==> src/rtl/unidade_controle_if.sv <==
// Control bundle between the multicycle controller and its datapath.
// The controller side uses the slave modport; the datapath (or bench) uses master.
interface unidade_controle_if;
  logic [5:0] opcode;
  logic [5:0] funct;
  logic       zero;
  logic       pcWrite;
  logic       pcWriteCond;
  logic       iorD;
  logic       memWrite;
  logic       irWrite;
  logic       regWrite;
  logic       seletorMuxUlaA;
  logic [1:0] seletorMuxUlaB;
  logic [2:0] ulaOp;
  logic       seletorMuxRegDst;
  logic       seletorMuxMemToReg;
  logic [1:0] seletorMuxPcSource;
  logic       erroOpcode;
  logic [3:0] estadoAtual;

  modport master (
    output opcode, funct, zero,
    input  pcWrite, pcWriteCond, iorD, memWrite, irWrite, regWrite, seletorMuxUlaA,
    input  seletorMuxUlaB, ulaOp, seletorMuxRegDst, seletorMuxMemToReg, seletorMuxPcSource,
    input  erroOpcode, estadoAtual
  );

  modport slave (
    input  opcode, funct, zero,
    output pcWrite, pcWriteCond, iorD, memWrite, irWrite, regWrite, seletorMuxUlaA,
    output seletorMuxUlaB, ulaOp, seletorMuxRegDst, seletorMuxMemToReg, seletorMuxPcSource,
    output erroOpcode, estadoAtual
  );
endinterface

==> src/rtl/unidade_controle.sv <==
// Moore control unit for a multicycle MIPS subset (R-type, addi, lw, sw, beq, j).
// Outputs decode from the current state only, except ulaOp in EXEC_R which also uses funct.
module unidade_controle (
  input logic                clock,
  input logic                reset,
  unidade_controle_if.slave  bus
);

  typedef enum logic [3:0] {
    StFetch       = 4'd0,
    StFetchEspera = 4'd1,
    StDecode      = 4'd2,
    StExecR       = 4'd3,
    StWbR         = 4'd4,
    StExecI       = 4'd5,
    StWbI         = 4'd6,
    StEndereco    = 4'd7,
    StLwLer       = 4'd8,
    StLwEspera    = 4'd9,
    StLwWb        = 4'd10,
    StSwEscreve   = 4'd11,
    StBeq         = 4'd12,
    StJump        = 4'd13,
    StExcecao     = 4'd14,
    StReset       = 4'd15
  } state_e;

  localparam logic [2:0] UlaNone = 3'b000;
  localparam logic [2:0] UlaAdd  = 3'b001;
  localparam logic [2:0] UlaSub  = 3'b010;
  localparam logic [2:0] UlaAnd  = 3'b011;
  localparam logic [2:0] UlaOr   = 3'b100;
  localparam logic [2:0] UlaSlt  = 3'b111;

  state_e r_state;
  state_e w_next_state;

  logic       w_pc_write;
  logic       w_pc_write_cond;
  logic       w_ior_d;
  logic       w_mem_write;
  logic       w_ir_write;
  logic       w_reg_write;
  logic       w_ula_a;
  logic [1:0] w_ula_b;
  logic [2:0] w_ula_op;
  logic       w_reg_dst;
  logic       w_mem_to_reg;
  logic [1:0] w_pc_source;
  logic       w_erro;

  // Branch resolution happens in the datapath via pcWriteCond, so zero is not needed here.
  logic w_zero_unused;
  assign w_zero_unused = bus.zero;

  always_ff @(posedge clock or posedge reset) begin
    if (reset) begin
      r_state <= StReset;
    end else begin
      r_state <= w_next_state;
    end
  end

  always_comb begin
    w_next_state    = StReset;
    w_pc_write      = 1'b0;
    w_pc_write_cond = 1'b0;
    w_ior_d         = 1'b0;
    w_mem_write     = 1'b0;
    w_ir_write      = 1'b0;
    w_reg_write     = 1'b0;
    w_ula_a         = 1'b0;
    w_ula_b         = 2'b00;
    w_ula_op        = UlaNone;
    w_reg_dst       = 1'b0;
    w_mem_to_reg    = 1'b0;
    w_pc_source     = 2'b00;
    w_erro          = 1'b0;

    case (r_state)
      StReset: w_next_state = StFetch;
      StFetch: begin
        w_ula_b      = 2'b01;
        w_ula_op     = UlaAdd;
        w_next_state = StFetchEspera;
      end
      StFetchEspera: begin
        w_ir_write   = 1'b1;
        w_pc_write   = 1'b1;
        w_ula_b      = 2'b01;
        w_ula_op     = UlaAdd;
        w_next_state = StDecode;
      end
      StDecode: begin
        // Branch target is precomputed here while the opcode is being decoded.
        w_ula_b  = 2'b11;
        w_ula_op = UlaAdd;
        case (bus.opcode)
          6'h00:        w_next_state = StExecR;
          6'h08:        w_next_state = StExecI;
          6'h23, 6'h2B: w_next_state = StEndereco;
          6'h04:        w_next_state = StBeq;
          6'h02:        w_next_state = StJump;
          default:      w_next_state = StExcecao;
        endcase
      end
      StExecR: begin
        w_ula_a      = 1'b1;
        w_ula_b      = 2'b00;
        w_next_state = StWbR;
        case (bus.funct)
          6'h20:   w_ula_op = UlaAdd;
          6'h22:   w_ula_op = UlaSub;
          6'h24:   w_ula_op = UlaAnd;
          6'h25:   w_ula_op = UlaOr;
          6'h2A:   w_ula_op = UlaSlt;
          default: w_next_state = StExcecao;
        endcase
      end
      StWbR: begin
        w_reg_write  = 1'b1;
        w_reg_dst    = 1'b1;
        w_next_state = StFetch;
      end
      StExecI: begin
        w_ula_a      = 1'b1;
        w_ula_b      = 2'b10;
        w_ula_op     = UlaAdd;
        w_next_state = StWbI;
      end
      StWbI: begin
        w_reg_write  = 1'b1;
        w_next_state = StFetch;
      end
      StEndereco: begin
        w_ula_a  = 1'b1;
        w_ula_b  = 2'b10;
        w_ula_op = UlaAdd;
        // Opcode is re-checked in case the instruction register changed unexpectedly.
        case (bus.opcode)
          6'h23:   w_next_state = StLwLer;
          6'h2B:   w_next_state = StSwEscreve;
          default: w_next_state = StExcecao;
        endcase
      end
      StLwLer: begin
        w_ior_d      = 1'b1;
        w_next_state = StLwEspera;
      end
      StLwEspera: begin
        w_ior_d      = 1'b1;
        w_next_state = StLwWb;
      end
      StLwWb: begin
        w_reg_write  = 1'b1;
        w_mem_to_reg = 1'b1;
        w_next_state = StFetch;
      end
      StSwEscreve: begin
        w_ior_d      = 1'b1;
        w_mem_write  = 1'b1;
        w_next_state = StFetch;
      end
      StBeq: begin
        w_ula_a         = 1'b1;
        w_ula_op        = UlaSub;
        w_pc_write_cond = 1'b1;
        w_pc_source     = 2'b01;
        w_next_state    = StFetch;
      end
      StJump: begin
        w_pc_write   = 1'b1;
        w_pc_source  = 2'b10;
        w_next_state = StFetch;
      end
      StExcecao: begin
        w_erro       = 1'b1;
        w_next_state = StExcecao;
      end
      default: w_next_state = StReset;
    endcase
  end

  assign bus.pcWrite            = w_pc_write;
  assign bus.pcWriteCond        = w_pc_write_cond;
  assign bus.iorD               = w_ior_d;
  assign bus.memWrite           = w_mem_write;
  assign bus.irWrite            = w_ir_write;
  assign bus.regWrite           = w_reg_write;
  assign bus.seletorMuxUlaA     = w_ula_a;
  assign bus.seletorMuxUlaB     = w_ula_b;
  assign bus.ulaOp              = w_ula_op;
  assign bus.seletorMuxRegDst   = w_reg_dst;
  assign bus.seletorMuxMemToReg = w_mem_to_reg;
  assign bus.seletorMuxPcSource = w_pc_source;
  assign bus.erroOpcode         = w_erro;
  assign bus.estadoAtual        = r_state;

endmodule

==> src/flat_wrapper.sv <==
// flat-port wrapper written by rule: the top's interface ports become plain ports
module unidade_controle_flat 
  (clock, reset, bus_opcode, bus_funct, bus_zero, bus_pcWrite, bus_pcWriteCond, bus_iorD, bus_memWrite, bus_irWrite, bus_regWrite, bus_seletorMuxUlaA, bus_seletorMuxUlaB, bus_ulaOp, bus_seletorMuxRegDst, bus_seletorMuxMemToReg, bus_seletorMuxPcSource, bus_erroOpcode, bus_estadoAtual);
  unidade_controle_if bus_i ();
  input logic clock;
  input logic reset;
  input wire logic [$bits(bus_i.opcode)-1:0] bus_opcode;
  input wire logic [$bits(bus_i.funct)-1:0] bus_funct;
  input wire logic [$bits(bus_i.zero)-1:0] bus_zero;
  output wire logic [$bits(bus_i.pcWrite)-1:0] bus_pcWrite;
  output wire logic [$bits(bus_i.pcWriteCond)-1:0] bus_pcWriteCond;
  output wire logic [$bits(bus_i.iorD)-1:0] bus_iorD;
  output wire logic [$bits(bus_i.memWrite)-1:0] bus_memWrite;
  output wire logic [$bits(bus_i.irWrite)-1:0] bus_irWrite;
  output wire logic [$bits(bus_i.regWrite)-1:0] bus_regWrite;
  output wire logic [$bits(bus_i.seletorMuxUlaA)-1:0] bus_seletorMuxUlaA;
  output wire logic [$bits(bus_i.seletorMuxUlaB)-1:0] bus_seletorMuxUlaB;
  output wire logic [$bits(bus_i.ulaOp)-1:0] bus_ulaOp;
  output wire logic [$bits(bus_i.seletorMuxRegDst)-1:0] bus_seletorMuxRegDst;
  output wire logic [$bits(bus_i.seletorMuxMemToReg)-1:0] bus_seletorMuxMemToReg;
  output wire logic [$bits(bus_i.seletorMuxPcSource)-1:0] bus_seletorMuxPcSource;
  output wire logic [$bits(bus_i.erroOpcode)-1:0] bus_erroOpcode;
  output wire logic [$bits(bus_i.estadoAtual)-1:0] bus_estadoAtual;
  assign bus_i.opcode = bus_opcode;
  assign bus_i.funct = bus_funct;
  assign bus_i.zero = bus_zero;
  assign bus_pcWrite = bus_i.pcWrite;
  assign bus_pcWriteCond = bus_i.pcWriteCond;
  assign bus_iorD = bus_i.iorD;
  assign bus_memWrite = bus_i.memWrite;
  assign bus_irWrite = bus_i.irWrite;
  assign bus_regWrite = bus_i.regWrite;
  assign bus_seletorMuxUlaA = bus_i.seletorMuxUlaA;
  assign bus_seletorMuxUlaB = bus_i.seletorMuxUlaB;
  assign bus_ulaOp = bus_i.ulaOp;
  assign bus_seletorMuxRegDst = bus_i.seletorMuxRegDst;
  assign bus_seletorMuxMemToReg = bus_i.seletorMuxMemToReg;
  assign bus_seletorMuxPcSource = bus_i.seletorMuxPcSource;
  assign bus_erroOpcode = bus_i.erroOpcode;
  assign bus_estadoAtual = bus_i.estadoAtual;
  unidade_controle u_core (.clock(clock), .reset(reset), .bus(bus_i));
endmodule
==> config.mk <==
export PLATFORM = sky130hd
export DESIGN_NAME = unidade_controle_flat
export DESIGN_NICKNAME = d
export VERILOG_FILES = /design/src/rtl/unidade_controle_if.sv /design/src/rtl/unidade_controle.sv /design/src/flat_wrapper.sv
export SDC_FILE = /design/constraint.sdc
export NUM_CORES = 1
export LEC_CHECK = 0
export ABC_AREA = 1
export ABC_CLOCK_PERIOD_IN_PS = 2130
export CORE_MARGIN = 5
export CORE_UTILIZATION = 40
export CTS_BUF_LIST = sky130_fd_sc_hd__clkbuf_8
export DETAILED_ROUTE_END_ITERATION = 10
export DONT_BUFFER_PORTS = 1
export GPL_TIMING_DRIVEN = 0
export PLACE_DENSITY = 0.54
export SLEW_MARGIN = 20
export SYNTH_ARGS = -nofsm -noshare
export SYNTH_HDL_FRONTEND = slang
export SYNTH_SLANG_ARGS = --single-unit
export TNS_END_PERCENT = 50
==> constraint.sdc <==
create_clock -name clock -period 2.13 [get_ports clock]
set_clock_uncertainty 0.1 [all_clocks]
set_input_delay 0.213 -clock clock [delete_from_list [all_inputs] [get_ports clock]]
set_output_delay 0.213 -clock clock [all_outputs]
set_load 0.05 [all_outputs]
==> impl_metrics.yaml <==
run_status:
  outcome: "finished, violations left"
  violations: "negative setup slack"
final_layout:
  largest_reg_flops: 4
  synthToLayoutAreaGrowth_pct: 28.92
  multi_input_area_um2: 513.0
  stdcell_count: 135
  drive_gt1_share_pct: 26.05
  final_common_cell: "nor2_1"
  regArea_um2: 120.1
  n_antenna_cell: 0
  fill_cells: 158
  fin_nets: 136
  final_cell_mix: "nor2_1, nand2_1, inv_1, nand3_1"
  post-route-util_pct: 53.19
worst_setup_path:
  reg2reg_slack_ns: 0.35
  crit_type: "reg -> out"
  cp-startpoint: "u_core.bus.estadoAtual[0]"
  ff2ff_path_depth: 6
  setup.worst_path.start_class: "flop"
  regToRegStartpoint: "u_core.bus.estadoAtual[1]"
  required_ns: 1.82
  end_kind: "output port"
  crit_end: "bus_irWrite"
  rr_endpoint: "u_core.bus.estadoAtual[3]"
  critPathMaxFanout: 8
  crit_arrival_ns: 1.84
pwr:
  p_leak_uw: 0.0003613
  ir_drop_uv: 1106
  p_per_area_nw_per_um2: 1788
global_route:
  grt_pass1_vias: 634
  antenna_found_initial: 0
  grt_max_degree: 9
  grt.total_usage_pct: 12.80
  grt_pass1_wl_mm: 2.587
  overflow: 0
synth:
  muxShareOfSynthArea_pct: 0
  synth_cell_types: 21
  yosysSeqAreaShare_pct: 17.11
  synth_compound_area_share_pct: 10.18
  synth.avg_cell_area_um2: 5.342
  yosys.area_share.adder_pct: 0
  syn_inst: 115
  synth_seq_cells: 4
  synth_nets: 130
  synth-xor-area-share_pct: 0
  synthSimpleGateAreaFrac_pct: 58.45
  yosysWarnings: 0
  synth_top_family_by_area: "simple AND/OR/NAND/NOR gates"
  netlist_area_um2: 614.3
drt:
  drc: 0
  routed_wl_mm: 1.539
  drt-initial-drc-count: 9
  routedWlPerCell_um: 11.40
  via_per_inst: 5.193
  postRouteAntennaNets: 0
  dr.pass1.iters: 4
  dr_total_vias: 701
sta:
  hold_viol: 0
  finalCritPeriodShare_pct: 101.1
  rsz0062_at_grt: "yes"
  slew_viol_final: 0
  fin_crit_ns: 2.154
  setup_violations: 2
  fmax_mhz: 464.2
  fin_ws_ns: -0.02410
  setup-tns-final_ns: -0.03669
  slew_headroom_pct: 40.81
  tightest_slew_ns: 0.8846
cts:
  clockBufferDepth: 2
  htree_num_levels: 1
  clk_latency_ns: 0.21
  clk_pin_slew_ns: 0.03
  tritoncts: "built"
  post-cts-setup-buffers: 0
  cts_made_buffers: 3
  cts.sinks: 4
  root_buffer: "clkbuf_8"
placed_design:
  gp_congestion: 0.7705
  portBuffers: 0
  place_hpwl_mm: 1.303
  place_ws_ns: -0.1132
  placed_cells: 131
floorplanning:
  io_pins: 36
  die_area_um2: 2420
  dieWidth_um: 49.19
  num_rows: 14
  start_util_pct: 41.26
  core_area_um2: 1489
  dieHeight_um: 49.19
run:
  drv_cap: 0
hold_path:
  min_path_type: "in -> reg"
per-stage QoR:
step / instance area, um2 / hold slack, ns / total power [uW]
after floorplan: 621.8 / 0.06820 / 1039
after global placement: 641.9 / 0.08497 / 1133
after detailed placement: 641.9 / 0.08953 / 1129
after CTS: 775.7 / 0.1630 / 1404
after global routing: 792.0 / 0.2232 / 1502
final: 792.0 / 0.1612 / 1416
final cells by class:
class | instances | share of cell area [%]
Clock buffer | 3 | 5.213
Multi-Input combinational cell | 89 | 64.77
Buffer | 1 | 0.9479
Tap cell | 16 | 2.528
Sequential cell | 4 | 15.17
Inverter | 21 | 10.11
Timing Repair Buffer | 1 | 1.264
cell usage after synthesis, drive strengths merged:
library cell / n / share of area [%]
o22ai: 1 / 1.0
nand4: 2 / 2.0
nor2: 32 / 23
clkinv: 1 / 0.81
o21ai: 4 / 3.3
nand2: 25 / 17
buf: 1 / 1.2
inv: 20 / 12
nand3: 17 / 15
nor3: 1 / 0.81
o211ai: 2 / 2.4
a31oi: 1 / 1.0
nand3b: 1 / 1.2
dfstp: 4 / 17
a21oi: 3 / 2.4
worst min-delay path by stage:
stage	startpoint	to	slack, ns	depth (start not counted)
finish	bus_opcode[0]	u_core.bus.estadoAtual[0]	0.16	4
global route	bus_opcode[0]	u_core.bus.estadoAtual[0]	0.22	4
global placement	reset	u_core.bus.estadoAtual[2]	0.08	1
CTS	bus_opcode[0]	u_core.bus.estadoAtual[0]	0.16	4
detailed placement	reset	u_core.bus.estadoAtual[2]	0.09	1
floorplan	reset	u_core.bus.estadoAtual[0]	0.07	1
logic make-up after synthesis:
group	Yosys count
buffers and inverters	22
AO/OA/AOI/OAI	11
AND/OR/NAND/NOR	78
flip-flops	4
power breakdown:
group / switching [uW] / total, uW / internal, uW
Sequential: 201 / 370 / 169
Clock: 33.0 / 153 / 120
Combinational: 718 / 894 / 175
worst max-delay path, cell delays in order, from the launching register on:
cell	delay (ns)
dfstp_4	0.75
nand2_1	0.16
nor2_1	0.71
layer usage:
layer,vias to the layer above,wire (um),GRT usage [%]
li1,370,-,-
met1,306,602,14.89
met2,25,794,21.46
met3,0,142,4.587
met4,0,0,4.036
met5,-,0,0
what timing repair did:
action,4_1_cts,5_1_grt
endpoints found under the hold margin,4,0
hold buffers,1,0
pin swaps,1,2
endpoints found under the setup margin,14,8
resized for setup,19,4
No activity file was read; power rests on OpenSTA's default activity.
